<file path="config.mk">
export PLATFORM = sky130hd
export DESIGN_NAME = sensor_scheduler_rr
export DESIGN_NICKNAME = d
export VERILOG_FILES = /design/src/rtl/sensor_scheduler_rr.sv
export SDC_FILE = /design/constraint.sdc
export NUM_CORES = 1
export LEC_CHECK = 0
export ABC_CLOCK_PERIOD_IN_PS = 6400
export BUFFER_PORTS_ARGS = -buffer_cell sky130_fd_sc_hd__buf_2
export CORE_UTILIZATION = 55
export CTS_BUF_LIST = sky130_fd_sc_hd__clkbuf_4 sky130_fd_sc_hd__clkbuf_8
export CTS_CLUSTER_DIAMETER = 60
export CTS_CLUSTER_SIZE = 30
export DETAILED_ROUTE_END_ITERATION = 12
export GPL_ROUTABILITY_DRIVEN = 0
export PLACE_DENSITY_LB_ADDON = 0.05
export SKIP_LAST_GASP = 1
export SLEW_MARGIN = 20
export SYNTH_ARGS = -nofsm -noshare
export SYNTH_HDL_FRONTEND = slang
export SYNTH_SLANG_ARGS = --single-unit
</file>
<file path="constraint.sdc">
create_clock -name clk -period 6.4 [get_ports clk]
set_clock_uncertainty 0.1 [all_clocks]
set_input_delay 0.32 -clock clk [delete_from_list [all_inputs] [get_ports clk]]
set_output_delay 0.32 -clock clk [all_outputs]
set_load 0.05 [all_outputs]
</file>
<file path="src/rtl/sensor_scheduler_rr.sv">
// sensor_scheduler_rr
// Arbitrates buffered one-shot UART read commands and round-robin continuous
// temperature/humidity monitoring over N_SENSORS sensor interface channels.
// Every sensor access is bounded by a timeout. The selected result is handed to
// the response decoder and held there until the decoder reports completion.
module sensor_scheduler_rr #(
  parameter int         N_SENSORS    = 8,
  parameter int         TIMEOUT_CYC  = 50000000,
  parameter logic [7:0] TIMEOUT_RESP = 8'hFF
) (
  input  logic                   clk,
  input  logic                   rst_n,
  input  logic                   cmd_valid,
  input  logic [15:0]            cmd_data,
  output logic                   cmd_err,
  output logic [N_SENSORS-1:0]   sensor_en,
  output logic [7:0]             sensor_req,
  input  logic [N_SENSORS-1:0]   sensor_done,
  input  logic [8*N_SENSORS-1:0] sensor_data,
  input  logic [6*N_SENSORS-1:0] sensor_resp,
  output logic                   dec_en,
  output logic [7:0]             dec_data,
  output logic [7:0]             dec_resp,
  output logic [7:0]             dec_addr,
  input  logic                   dec_done,
  output logic [N_SENSORS-1:0]   temp_cont_o,
  output logic [N_SENSORS-1:0]   umid_cont_o,
  output logic [2:0]             state_o
);

  // Continuous slots: 0..N-1 temperature, N..2N-1 humidity.
  localparam int NS = 2 * N_SENSORS;
  localparam int SW = $clog2(NS);

  localparam logic [2:0] S_IDLE         = 3'd0;
  localparam logic [2:0] S_ISSUE        = 3'd1;
  localparam logic [2:0] S_WAIT_SENSOR  = 3'd2;
  localparam logic [2:0] S_DECODE       = 3'd3;
  localparam logic [2:0] S_WAIT_DECODER = 3'd4;

  logic [2:0]           r_state;
  logic                 r_cmd_err;
  logic [N_SENSORS-1:0] r_temp_mask;
  logic [N_SENSORS-1:0] r_umid_mask;
  logic                 r_buf_valid;
  logic [7:0]           r_buf_req;
  logic [7:0]           r_buf_addr;
  logic [N_SENSORS-1:0] r_buf_oh;
  logic [7:0]           r_req;
  logic [7:0]           r_addr;
  logic [N_SENSORS-1:0] r_ch_oh;
  logic                 r_cont;
  logic [SW-1:0]        r_slot;
  logic [SW-1:0]        r_rr_ptr;
  logic [31:0]          r_cnt;
  logic [7:0]           r_dec_data;
  logic [7:0]           r_dec_resp;
  logic [7:0]           r_dec_addr;

  logic [7:0]           w_op;
  logic [7:0]           w_addr;
  logic [N_SENSORS-1:0] w_addr_oh;
  logic                 w_addr_ok;
  logic                 w_op_ok;
  logic                 w_is_mask;
  logic                 w_buf_busy;
  logic [NS-1:0]        w_slots;
  logic                 w_found;
  logic [SW-1:0]        w_pick_slot;
  logic                 w_pick_umid;
  logic [SW-1:0]        w_pick_sensor;
  logic [N_SENSORS-1:0] w_pick_oh;
  logic [7:0]           w_pick_addr;
  logic                 w_sel_done;
  logic [7:0]           w_sel_data;
  logic [5:0]           w_sel_resp;
  logic                 w_timeout;

  assign w_op      = cmd_data[15:8];
  assign w_addr    = cmd_data[7:0];
  assign w_op_ok   = (w_op >= 8'h31) && (w_op <= 8'h37);
  assign w_is_mask = (w_op >= 8'h34);
  assign w_addr_ok = |w_addr_oh;
  // The buffer entry being issued this cycle is already considered free.
  assign w_buf_busy = r_buf_valid && !((r_state == S_ISSUE) && !r_cont);
  assign w_slots   = {r_umid_mask, r_temp_mask};
  assign w_timeout = (r_cnt == 32'(TIMEOUT_CYC - 1));

  assign w_pick_umid   = (w_pick_slot >= SW'(N_SENSORS));
  assign w_pick_sensor = w_pick_umid ? (w_pick_slot - SW'(N_SENSORS)) : w_pick_slot;
  assign w_pick_addr   = 8'h31 + 8'(w_pick_sensor);

  // Address decode and slot-to-channel decode as one-hot vectors.
  for (genvar gi = 0; gi < N_SENSORS; gi++) begin : g_chan
    assign w_addr_oh[gi] = (w_addr == 8'(8'h31 + gi));
    assign w_pick_oh[gi] = (w_pick_sensor == SW'(gi));
  end

  // Round-robin search: first enabled slot at or after r_rr_ptr, wrapping.
  always_comb begin
    int idx;
    idx         = 0;
    w_found     = 1'b0;
    w_pick_slot = '0;
    for (int k = 0; k < NS; k++) begin
      idx = int'(r_rr_ptr) + k;
      if (idx >= NS) idx = idx - NS;
      if (!w_found && w_slots[SW'(idx)]) begin
        w_found     = 1'b1;
        w_pick_slot = SW'(idx);
      end
    end
  end

  // Result mux for the channel currently being served.
  always_comb begin
    w_sel_done = |(sensor_done & r_ch_oh);
    w_sel_data = '0;
    w_sel_resp = '0;
    for (int i = 0; i < N_SENSORS; i++) begin
      w_sel_data = w_sel_data | (sensor_data[8*i +: 8] & {8{r_ch_oh[i]}});
      w_sel_resp = w_sel_resp | (sensor_resp[6*i +: 6] & {6{r_ch_oh[i]}});
    end
  end

  // Command intake: mask updates, one-shot buffer, and drop reporting.
  always_ff @(posedge clk or negedge rst_n) begin
    if (!rst_n) begin
      r_cmd_err   <= 1'b0;
      r_temp_mask <= '0;
      r_umid_mask <= '0;
      r_buf_valid <= 1'b0;
      r_buf_req   <= '0;
      r_buf_addr  <= '0;
      r_buf_oh    <= '0;
    end else begin
      r_cmd_err <= 1'b0;
      if ((r_state == S_ISSUE) && !r_cont) r_buf_valid <= 1'b0;
      if (cmd_valid) begin
        if (!w_op_ok || !w_addr_ok) begin
          r_cmd_err <= 1'b1;
        end else if (w_is_mask) begin
          case (w_op)
            8'h34:   r_temp_mask <= r_temp_mask | w_addr_oh;
            8'h35:   r_umid_mask <= r_umid_mask | w_addr_oh;
            8'h36:   r_temp_mask <= r_temp_mask & ~w_addr_oh;
            default: r_umid_mask <= r_umid_mask & ~w_addr_oh;
          endcase
        end else if (w_buf_busy) begin
          r_cmd_err <= 1'b1;
        end else begin
          r_buf_valid <= 1'b1;
          r_buf_req   <= w_op;
          r_buf_addr  <= w_addr;
          r_buf_oh    <= w_addr_oh;
        end
      end
    end
  end

  // Access sequencer: pick a job, start the sensor, wait or time out, hand off.
  always_ff @(posedge clk or negedge rst_n) begin
    if (!rst_n) begin
      r_state    <= S_IDLE;
      r_req      <= '0;
      r_addr     <= '0;
      r_ch_oh    <= '0;
      r_cont     <= 1'b0;
      r_slot     <= '0;
      r_rr_ptr   <= '0;
      r_cnt      <= '0;
      r_dec_data <= '0;
      r_dec_resp <= '0;
      r_dec_addr <= '0;
    end else begin
      case (r_state)
        S_IDLE: begin
          if (r_buf_valid) begin
            r_req   <= r_buf_req;
            r_addr  <= r_buf_addr;
            r_ch_oh <= r_buf_oh;
            r_cont  <= 1'b0;
            r_state <= S_ISSUE;
          end else if (w_found) begin
            r_req   <= w_pick_umid ? 8'h33 : 8'h32;
            r_addr  <= w_pick_addr;
            r_ch_oh <= w_pick_oh;
            r_cont  <= 1'b1;
            r_slot  <= w_pick_slot;
            r_state <= S_ISSUE;
          end
        end
        S_ISSUE: begin
          r_cnt   <= '0;
          r_state <= S_WAIT_SENSOR;
        end
        S_WAIT_SENSOR: begin
          if (w_sel_done) begin
            r_dec_data <= w_sel_data;
            r_dec_resp <= {2'b00, w_sel_resp};
            r_dec_addr <= r_addr;
            r_state    <= S_DECODE;
          end else if (w_timeout) begin
            r_dec_data <= 8'h00;
            r_dec_resp <= TIMEOUT_RESP;
            r_dec_addr <= r_addr;
            r_state    <= S_DECODE;
          end else begin
            r_cnt <= r_cnt + 32'd1;
          end
        end
        S_DECODE: r_state <= S_WAIT_DECODER;
        S_WAIT_DECODER: begin
          if (dec_done) begin
            r_state <= S_IDLE;
            if (r_cont) r_rr_ptr <= (r_slot == SW'(NS - 1)) ? '0 : r_slot + SW'(1);
          end
        end
        default: r_state <= S_IDLE;
      endcase
    end
  end

  assign cmd_err     = r_cmd_err;
  assign sensor_en   = (r_state == S_ISSUE) ? r_ch_oh : '0;
  assign sensor_req  = r_req;
  assign dec_en      = (r_state == S_DECODE);
  assign dec_data    = r_dec_data;
  assign dec_resp    = r_dec_resp;
  assign dec_addr    = r_dec_addr;
  assign temp_cont_o = r_temp_mask;
  assign umid_cont_o = r_umid_mask;
  assign state_o     = r_state;

endmodule

</file>
# Word level (Yosys, flattened, before mapping)
# Cells that the tools add are included.
classes:
  n_addsub: 35
  reduce_logical: 56
  order_cmp: 36
  n_mux: 134
  bitwise_logic: 41
  eq_ne: 29
op_table:
  columns: ["op", "count"]
  rows:
  - ["two-way mux 4 bit", 34]
  - ["two-way mux 8 bit", 13]
  - ["< comparator 4 x 6 -> 1 bit (second input constant)", 16]
  - ["AND 8 bit", 11]
  - ["== test 8 x 6 -> 1 bit (second input constant)", 11]
  - [">= comparator 5 bit (second input constant)", 15]
  - ["OR 8 bit", 9]
  - ["binary-select mux 1 bit (select 4 bit)", 16]
  - ["two-way mux 32 bit", 2]
  - ["one-hot mux 32 bit (2 select lines)", 1]
  - ["subtractor 4 x 1 -> 4 bit (second input constant)", 16]
  - ["two-way mux 1 bit", 60]
  - ["AND 6 bit", 8]
  - ["OR 6 bit", 7]
  - ["adder 4 x 4 -> 5 bit (second input constant)", 8]
  - ["adder 32 x 1 -> 32 bit (second input constant)", 1]
  - ["== test 32 x 26 -> 1 bit (second input constant)", 1]
  - ["one-hot mux 8 bit (2 select lines)", 2]
  - ["adder 4 x 3 -> 5 bit (second input constant)", 4]
  - ["zero test 1 bit", 19]
  - ["logical AND 1 bit", 18]
  - ["== test 4 x 3 -> 1 bit (second input constant)", 4]
  - [">= comparator 8 x 6 -> 1 bit (second input constant)", 2]
  - ["OR reduction 8 bit", 2]
  - ["28 further kinds", 51]
totals:
  register_bits: 134
  output_inout_bits: 61

# Logic depth before layout (Yosys ltp)
# Gate-level depths: netlist (run 1).
logic_depth:
  word_depth: 56
  depth_mapped: 22
  depth_no_buf: 17

# Worst setup path before layout (run 1)
# OpenSTA, ideal clock, no wires.
synth_timing:
  kind: "reg2reg"
  from: "register r_rr_ptr[1]"
  to: "register r_addr[2]"
  arrival_time_ns: 4.505
  path_buffers: 3
  path_slack_ns: 1.712
  setup_time_ns: 0.083
  synth_period_minus_slack_ns: 4.688
  stages_incl_launch_ff: 17
  path_cell_list: "dfrtp_1 > clkbuf_1 > inv_1 > ha_1 > clkbuf_1 > clkbuf_1 > mux2i_1 > mux4_2 > and2_1 > and4b_1 > o41ai_2 > inv_1 > ha_1 > ha_1 > nor2_1 > a21oi_1 > o21ai_0"
synth_via:
  elab_chain_cells: 56
  word_cells_on_any_way: 181
  cone_classes: "add/sub (33); order compare (17); mux (99); reduce/logical (32)"
synth_lines:
  columns: ["element", "line_no", "source"]
  rows:
  - ["start: declaration", "54", "logic [SW-1:0] r_rr_ptr;"]
  - ["start signal: assignment", "216", "if (r_cont) r_rr_ptr <= (r_slot == SW'(NS - 1)) ? '0 : r_slot + SW'(1);"]
  - ["parallel branches: the longest is 50 deep, another holds adder 4 x 1 -> 5 bit", null, null]
  - ["two-way mux 4 bit (*)", "108", "if (!w_found && w_slots[SW'(idx)]) begin"]
  - ["subtractor 4 bit or >= comparator 4 bit (tied branches)", "90, 89", null]
  - ["two-way mux 4 bit (*)", "90", "assign w_pick_sensor = w_pick_umid ? (w_pick_slot - SW'(N_SENSORS)) : w_pick_slot;"]
  - ["named net w_pick_sensor[0]", "71", "logic [SW-1:0] w_pick_sensor;"]
  - ["adder 6 x 4 -> 7 bit (*)", "91", "assign w_pick_addr = 8'h31 + 8'(w_pick_sensor);"]
  - ["two-way mux 8 bit (*)", "184", "end else if (w_found) begin"]
  - ["two-way mux 8 bit (*)", "178", "if (r_buf_valid) begin"]
  - ["end signal: assignment", "180", "r_addr <= r_buf_addr;"]
  - ["end signal: assignment", "186", "r_addr <= w_pick_addr;"]
  - ["end: declaration", "50", "logic [7:0] r_addr;"]
# Mark *: on every way through the listed nets, which the timed path passes. The select of a mux whose other input is x is not followed.
# A chain may end at the register's enable or synchronous reset.

# Worst setup path in the final report (run 1)
layout_timing:
  from: "register r_rr_ptr[0]"
  to: "register r_addr[2]"
# Same word-level chain as after synthesis.

==> flow_summary.json, run 1 <==
{
  "status": "complete, no violations",
  "hold_viol": 0,
  "yosys-top-cells-area": "dfrtp_1 (38%), nand2_1 (4.7%), nor2_1 (4.6%), mux2i_1 (4.5%), mux4_2 (4.4%)",
  "yosysSeqAreaShare_pct": 38.2,
  "root_buffer": "clkbuf_8",
  "crit-reg2reg-launch": "r_rr_ptr[0]$_DFFE_PN0P_",
  "rows": 45,
  "synthFlopType": "dfrtp_1",
  "dp_hpwl_um": 18200,
  "async_reset_ff_share_pct": 100,
  "post_cts_buffers": 0,
  "area_growth_pct": 17.1,
  "viasPerCell": 6.05,
  "synth_area_mm2": 0.00872,
  "crit_family": "adder cells",
  "die_height_um": 128,
  "dieArea_mm2": 0.0164,
  "path_depth": 17,
  "maxCapViolCount": 0,
  "final_util_pct": 66.7,
  "synth-adder-area-share_pct": 2.01,
  "syn_inst": 927,
  "endpoint_kind": "flop",
  "drive_above_1_share_pct": 27.9,
  "synth_cell_types": 78,
  "firstDrtPassIters": 5,
  "synth_edf_count": 0,
  "final_antenna_net_count": 0,
  "hold_path.class": "in -> reg",
  "yosys.area_share.simple_pct": 19.6,
  "grt_overflow_total": 0,
  "drtIter0Drc": 640,
  "track_usage_pct": 30.7,
  "cp_max_fo": 18,
  "power_density_mw_per_mm2": 273,
  "synth_top_family_by_area": "simple AND/OR/NAND/NOR gates",
  "fin_crit_ns": 5.20,
  "clk_path_buf_depth": 2,
  "vias": 8005,
  "clock-sinks": 133,
  "crit_path_end": "r_addr[2]$_DFFE_PN0P_",
  "period_share_pct": 81.2,
  "r2r_setup_slack_ns": 1.20,
  "grt_pass1_wl_um": 38900,
  "avgSynthCellArea_um2": 9.41,
  "rsz0062_at_grt": "no",
  "r2r_end": "r_addr[2]$_DFFE_PN0P_",
  "critical_path.max_stage_delay_ns": 0.84,
  "synth_compound_area_share_pct": 17.8,
  "fin_hold_ws_ns": 0.0363,
  "clk_latency_ns": 0.44,
  "grt_pass1_vias": 7638,
  "fin_tns_setup_ns": 0,
  "path_class": "reg -> reg",
  "io_buffers": 200,
  "setup_viol_count_final": 0,
  "core_mm2": 0.0153,
  "htree_levels": 4,
  "synthesis.nets": 1081,
  "dp_slack_ns": 1.31,
  "wire_per_inst_um": 18.6,
  "start_util_pct": 56.9,
  "worstRegToRegCells": 17,
  "leakage_nw": 4.91,
  "final_nets": 1253,
  "timing.fmax_mhz": 192,
  "synth_top_cell_by_area": "dfrtp_1",
  "synth_top_area_share_pct": 38.2,
  "cts_tree": "built",
  "fp.dieW_um": 128,
  "worst_slew_pin_slew_ns": 1.02,
  "cts_buffers": 17,
  "crit_slowest_cell": "ha_1",
  "cp-start-kind": "flop",
  "antenna_found_initial": 0,
  "clkTransAtPathRegs_ns": 0.08,
  "synth_warnings": 0,
  "ys_ff_latch": 133,
  "slew_headroom_pct": 32.0,
  "drt_wl_total_um": 24700,
  "required_ns": 6.58,
  "path_cells": "inv_1 -> ha_1 -> inv_2 -> mux4_2 -> mux2i_1 -> nand2b_1 -> or2_4 -> a2111oi_4 -> nor3_1 -> nor2_2 -> o22ai_2 -> inv_1 -> ha_1 -> ha_1 -> nor2_1 -> a21oi_1 -> o21ai_0",
  "path_buf_inv": 3,
  "final_max_slew_viol_count": 0,
  "grt_max_degree": 72,
  "n_antenna_cell": 0,
  "fin_ws_ns": 1.20,
  "drcViolationCount": 0,
  "pin_count": 201,
  "arrival_ns": 5.37,
  "startpoint": "r_rr_ptr[0]$_DFFE_PN0P_",
  "critical-path-top-cell-by-count": "ha_1",
  "synth_xor_area_share_pct": 4.53,
  "ir_drop_uv": 152,
  "muxShareOfSynthArea_pct": 14.3
}
what timing repair did:
action / 4_1_cts / 5_1_grt
resized for setup: 0 / 0
hold buffers: 2 / 0
endpoints found under the hold margin: 63 / 0
power by group:
part           total, mW  switching (mW)  internal [mW]
Combinational      0.953           0.645          0.308
Clock              0.668           0.352          0.316
Sequential          1.17           0.215          0.953
Total               2.79            1.21           1.58
how the worst min path moves through the flow:
stage | startpoint | to | slack (ns) | depth (start not counted)
6_report | cmd_valid | cmd_err$_DFF_PN0_ | 0.04 | 2
2_1_floorplan | rst_n | asynchronous set/reset pin | -0.08 | 0
3_5_place_dp | rst_n | r_cnt[9]$_DFFE_PN0P_ | 0.24 | 1
4_1_cts | cmd_valid | cmd_err$_DFF_PN0_ | 0.008 | 2
3_3_place_gp | rst_n | r_cnt[7]$_DFFE_PN0P_ | 0.23 | 1
5_1_grt | cmd_valid | cmd_err$_DFF_PN0_ | 0.01 | 2
synth_stat cells (all sizes together) (3+ instances only):
master and n:
dfrtp 133, nand2 110, nor2 108, clkbuf 44
a22oi 40, mux2i 40, a21oi 39, o21ai 33
mux2 28, a22o 26, xor2 26, nand3 25
mux4 22, nor3 19, and2 18, nand4 17
xnor2 17, inv 16, a31oi 14, ha 14
buf 13, a221oi 11, and3 11, o211ai 8
or2 7, nand2b 6, nand3b 6, nor2b 6
o22a 6, o22ai 5, nor4 4, a2111oi 3
a41oi 3, and3b 3, nor3b 3, nor4b 3
o2111ai 3, o21a 3, o21bai 3, o221ai 3
o31ai 3, or3 3
layout by cell type, fill, tap and decap left out, types with 4 or more instances in the layout:
cell	synthesis	layout
a21oi_1	39	39
a221oi_1	11	11
a22o_1	26	26
a22oi_1	40	40
a31oi_1	14	14
and2_1	18	18
and3_1	11	11
buf_2	6	199
buf_4	2	8
clkbuf_8	0	17
dfrtp_1	133	133
ha_1	14	14
inv_1	15	15
inv_6	0	7
mux2_2	27	27
mux2i_1	39	39
mux4_1	5	5
mux4_2	17	17
nand2_1	109	109
nand2b_1	6	6
nand3_1	24	24
nand3b_1	6	6
nand4_1	17	17
nor2_1	107	106
nor2b_1	6	6
nor3_1	18	18
nor4_1	4	4
o211ai_1	8	8
o21ai_0	31	31
o22a_1	6	6
or2_2	6	6
xnor2_1	17	17
xor2_1	25	25
through the flow:
step	instance area, um^2	cells	total power, mW
final	10200	1323	2.79
after global routing	10200	1323	2.93
after CTS	10200	1323	2.81
after global placement	9810	1289	2.13
after detailed placement	9810	1289	2.13
after floorplan	8720	927	1.84
logic make-up (layout without fill, tap and decap cells):
group,after synthesis,count (layout)
xor gates and xnor gates,43,43
AOI/OAI and AO/OA,216,216
muxes,90,90
and+or+nand+nor,356,356
DFF,133,133
buffers and inverters,75,260
adders and majority gates,14,14
area by class of cell:
class,count,area (um^2)
multi-input combinational,719,5090
timing repair buffer,210,1090
clock buffer,17,234
fill,1304,5100
clock inverter,15,145
sequential,133,3330
inverter,18,67.6
tap,211,264
routing by layer:
layer	vias to the layer above	share of wire (%)	GRT usage (%)
li1	3761	-	-
met1	3787	42	39.1
met2	391	47	49.7
met3	66	7.5	7.10
met4	0	3.8	14.7
met5	-	0	0
Note: power is estimated with default switching activity, not from simulation.
==> run 2, diff against run 1 <==
Settings changed: ABC_CLOCK_PERIOD_IN_PS 6400 to 5010.
Clock period 6.4 ns to 5.01 ns, I/O delays scaled along.
==> run 2 against run 1 <==
Net effect: flip-flop and latch count unchanged; largest cell class unchanged; critical path type unchanged; clock-buffer cell count grew 1; sequential power increased by 27%; via count rose by 1.9%; die area unchanged; non-clock buffer count is 27 higher; fmax is 13% higher; register-to-register slack got worse by 0.77 ns; power increased by 28%.
==> flow_summary.json, run 2 (synthesis gave the netlist of run 1 again) <==
{
  "r2r_end": "r_addr[2]$_DFFE_PN0P_",
  "grt_overflow_total": 0,
  "arrival_ns": 4.86,
  "clock-sinks": 133,
  "r2r_setup_slack_ns": 0.43,
  "critical-path-top-cell-by-count": "ha_1",
  "final_nets": 1280,
  "track_usage_pct": 31.9,
  "root_buffer": "clkbuf_8",
  "final_antenna_net_count": 0,
  "dieArea_mm2": 0.0164,
  "cts_buffers": 17,
  "p_switching_mw": 1.55,
  "die_height_um": 128,
  "cts_tree": "built",
  "power.share.sequential_pct": 41.6,
  "stdcell_count": 1350,
  "drcViolationCount": 0,
  "worst_slew_pin_slew_ns": 1.02,
  "setup_viol_count_final": 0,
  "slew_headroom_pct": 31.5,
  "path_class": "reg -> reg",
  "drive_above_1_share_pct": 29.4,
  "dp_slack_ns": 0.372,
  "dp_hpwl_um": 18700,
  "n_antenna_cell": 0,
  "clk_path_buf_depth": 2,
  "layout_common_cells": "buf_2 (199), dfrtp_1 (132), nand2_1 (109)",
  "cp-start-kind": "flop",
  "io_buffers": 200,
  "vias": 8161,
  "whs_path_depth": 3,
  "wire_per_inst_um": 18.7,
  "finalInstanceArea_mm2": 0.0104,
  "netSwitchingFraction_pct": 43.3,
  "rsz0062_at_grt": "no",
  "intPower_mw": 2.03,
  "placed_area_mm2": 0.00998,
  "rows": 45,
  "worstRegToRegCells": 16,
  "start_util_pct": 56.9,
  "clk_latency_ns": 0.45,
  "pin_count": 201,
  "fin_crit_ns": 4.58,
  "required_ns": 5.29,
  "hold_path.class": "in -> reg",
  "clockPowerShare_pct": 24.4,
  "clkTransAtPathRegs_ns": 0.09,
  "timing.fmax_mhz": 218,
  "maxCapViolCount": 0,
  "htree_levels": 4,
  "core_mm2": 0.0153,
  "final_util_pct": 68.2,
  "grt_pass1_wl_um": 40100,
  "ir_drop_uv": 187,
  "fin_tns_setup_ns": 0,
  "endpoint_kind": "flop",
  "crit-reg2reg-launch": "r_rr_ptr[1]$_DFFE_PN0P_",
  "fin_hold_ws_ns": 0.0468,
  "firstDrtPassIters": 5,
  "fp.dieW_um": 128,
  "leakage_nw": 5.03,
  "final_common_cell": "buf_2",
  "antenna_found_initial": 0,
  "period_share_pct": 91.4,
  "drt_wl_total_um": 25300,
  "path_buf_inv": 1,
  "hold_end": "dec_resp[2]$_DFFE_PN0P_",
  "crit_family": "simple AND/OR/NAND/NOR gates",
  "pwr-share-comb_pct": 34.1,
  "area_growth_pct": 19.8,
  "cp_max_fo": 9,
  "min_from": "sensor_resp[38]",
  "grt_pass1_vias": 7746,
  "hold_viol": 0,
  "fin_ws_ns": 0.431,
  "dpl.cell_count": 1311,
  "status": "complete, no violations",
  "viasPerCell": 6.05,
  "post_cts_buffers": 0,
  "grt_max_degree": 91,
  "p_total_mw": 3.58,
  "crit_slowest_cell": "or4b_4",
  "path_cells": "ha_1 -> xor2_4 -> mux2i_1 -> mux4_2 -> or4b_4 -> nor4_1 -> nor3_1 -> nor3_1 -> nor2_2 -> o22ai_2 -> inv_1 -> ha_1 -> ha_1 -> nor2_1 -> a21oi_1 -> o21ai_0",
  "final_max_slew_viol_count": 0,
  "drtIter0Drc": 738,
  "power_density_mw_per_mm2": 343,
  "critical_path.max_stage_delay_ns": 0.62
}
run 2: cell types whose count changed in the layout (fill, tap and decap cells not counted):
cell	change
clkbuf_8	+1
dfrtp_2	+1
inv_6	-2
mux2i_1	-2
inv_8	+1
clkinvlp_4	+1
buf_4	+22
dfrtp_1	-1
mux2i_2	+2
dlygate4sd3_1	+5
clkinv_2	-1
run 2: cell type report:
class | instances | area [um^2]
Inverter | 18 | 67.6
Multi-Input combinational cell | 719 | 5100
Sequential cell | 133 | 3330
Fill cell | 1304 | 4870
Clock buffer | 18 | 248
Clock inverter | 14 | 141
Timing Repair Buffer | 237 | 1300
Tap cell | 211 | 264
run 2: timing repair:
action,in CTS,in global routing
endpoints found under the hold margin,95,0
resized for setup,0,3
hold buffers,7,0
endpoints found under the setup margin,0,1
run 2: layer usage:
| metal | share of wire, % | vias up | GRT usage [%] |
|---|---|---|---|
| met5 | 0 | - | 0 |
| met4 | 3.3 | 0 | 13.3 |
| met3 | 7.1 | 63 | 6.84 |
| met2 | 47 | 377 | 51.6 |
| met1 | 43 | 3903 | 41.8 |
| li1 | - | 3818 | - |
run 2: power groups by stage:
stage               logic [mW]  clock network, mW  registers, mW
finish                    1.22              0.873           1.49
floorplan                0.708                  0           1.64
CTS                       1.23              0.894           1.48
global route              1.31              0.942           1.51
detailed placement        1.22                  0           1.50
global placement          1.21                  0           1.50
run 2: worst max-delay path by stage:
stage / cells past startpoint / endpoint / slack, ns / start
6_report: 16 / r_addr[2]$_DFFE_PN0P_ / 0.43 / r_rr_ptr[1]$_DFFE_PN0P_
4_1_cts: 16 / r_addr[2]$_DFFE_PN0P_ / 0.36 / r_rr_ptr[0]$_DFFE_PN0P_
2_1_floorplan: 16 / r_addr[2]$_DFFE_PN0P_ / 0.32 / r_rr_ptr[1]$_DFFE_PN0P_
5_1_grt: 16 / r_addr[2]$_DFFE_PN0P_ / 0.04 / r_rr_ptr[1]$_DFFE_PN0P_
3_5_place_dp: 16 / r_addr[2]$_DFFE_PN0P_ / 0.37 / r_rr_ptr[0]$_DFFE_PN0P_
3_3_place_gp: 16 / r_addr[2]$_DFFE_PN0P_ / 0.48 / r_rr_ptr[0]$_DFFE_PN0P_
run 2: tightest hold or removal path, stage by stage:
cell and delay, ns:
buf_2 0.08, a221oi_1 0.06, a31oi_1 0.16
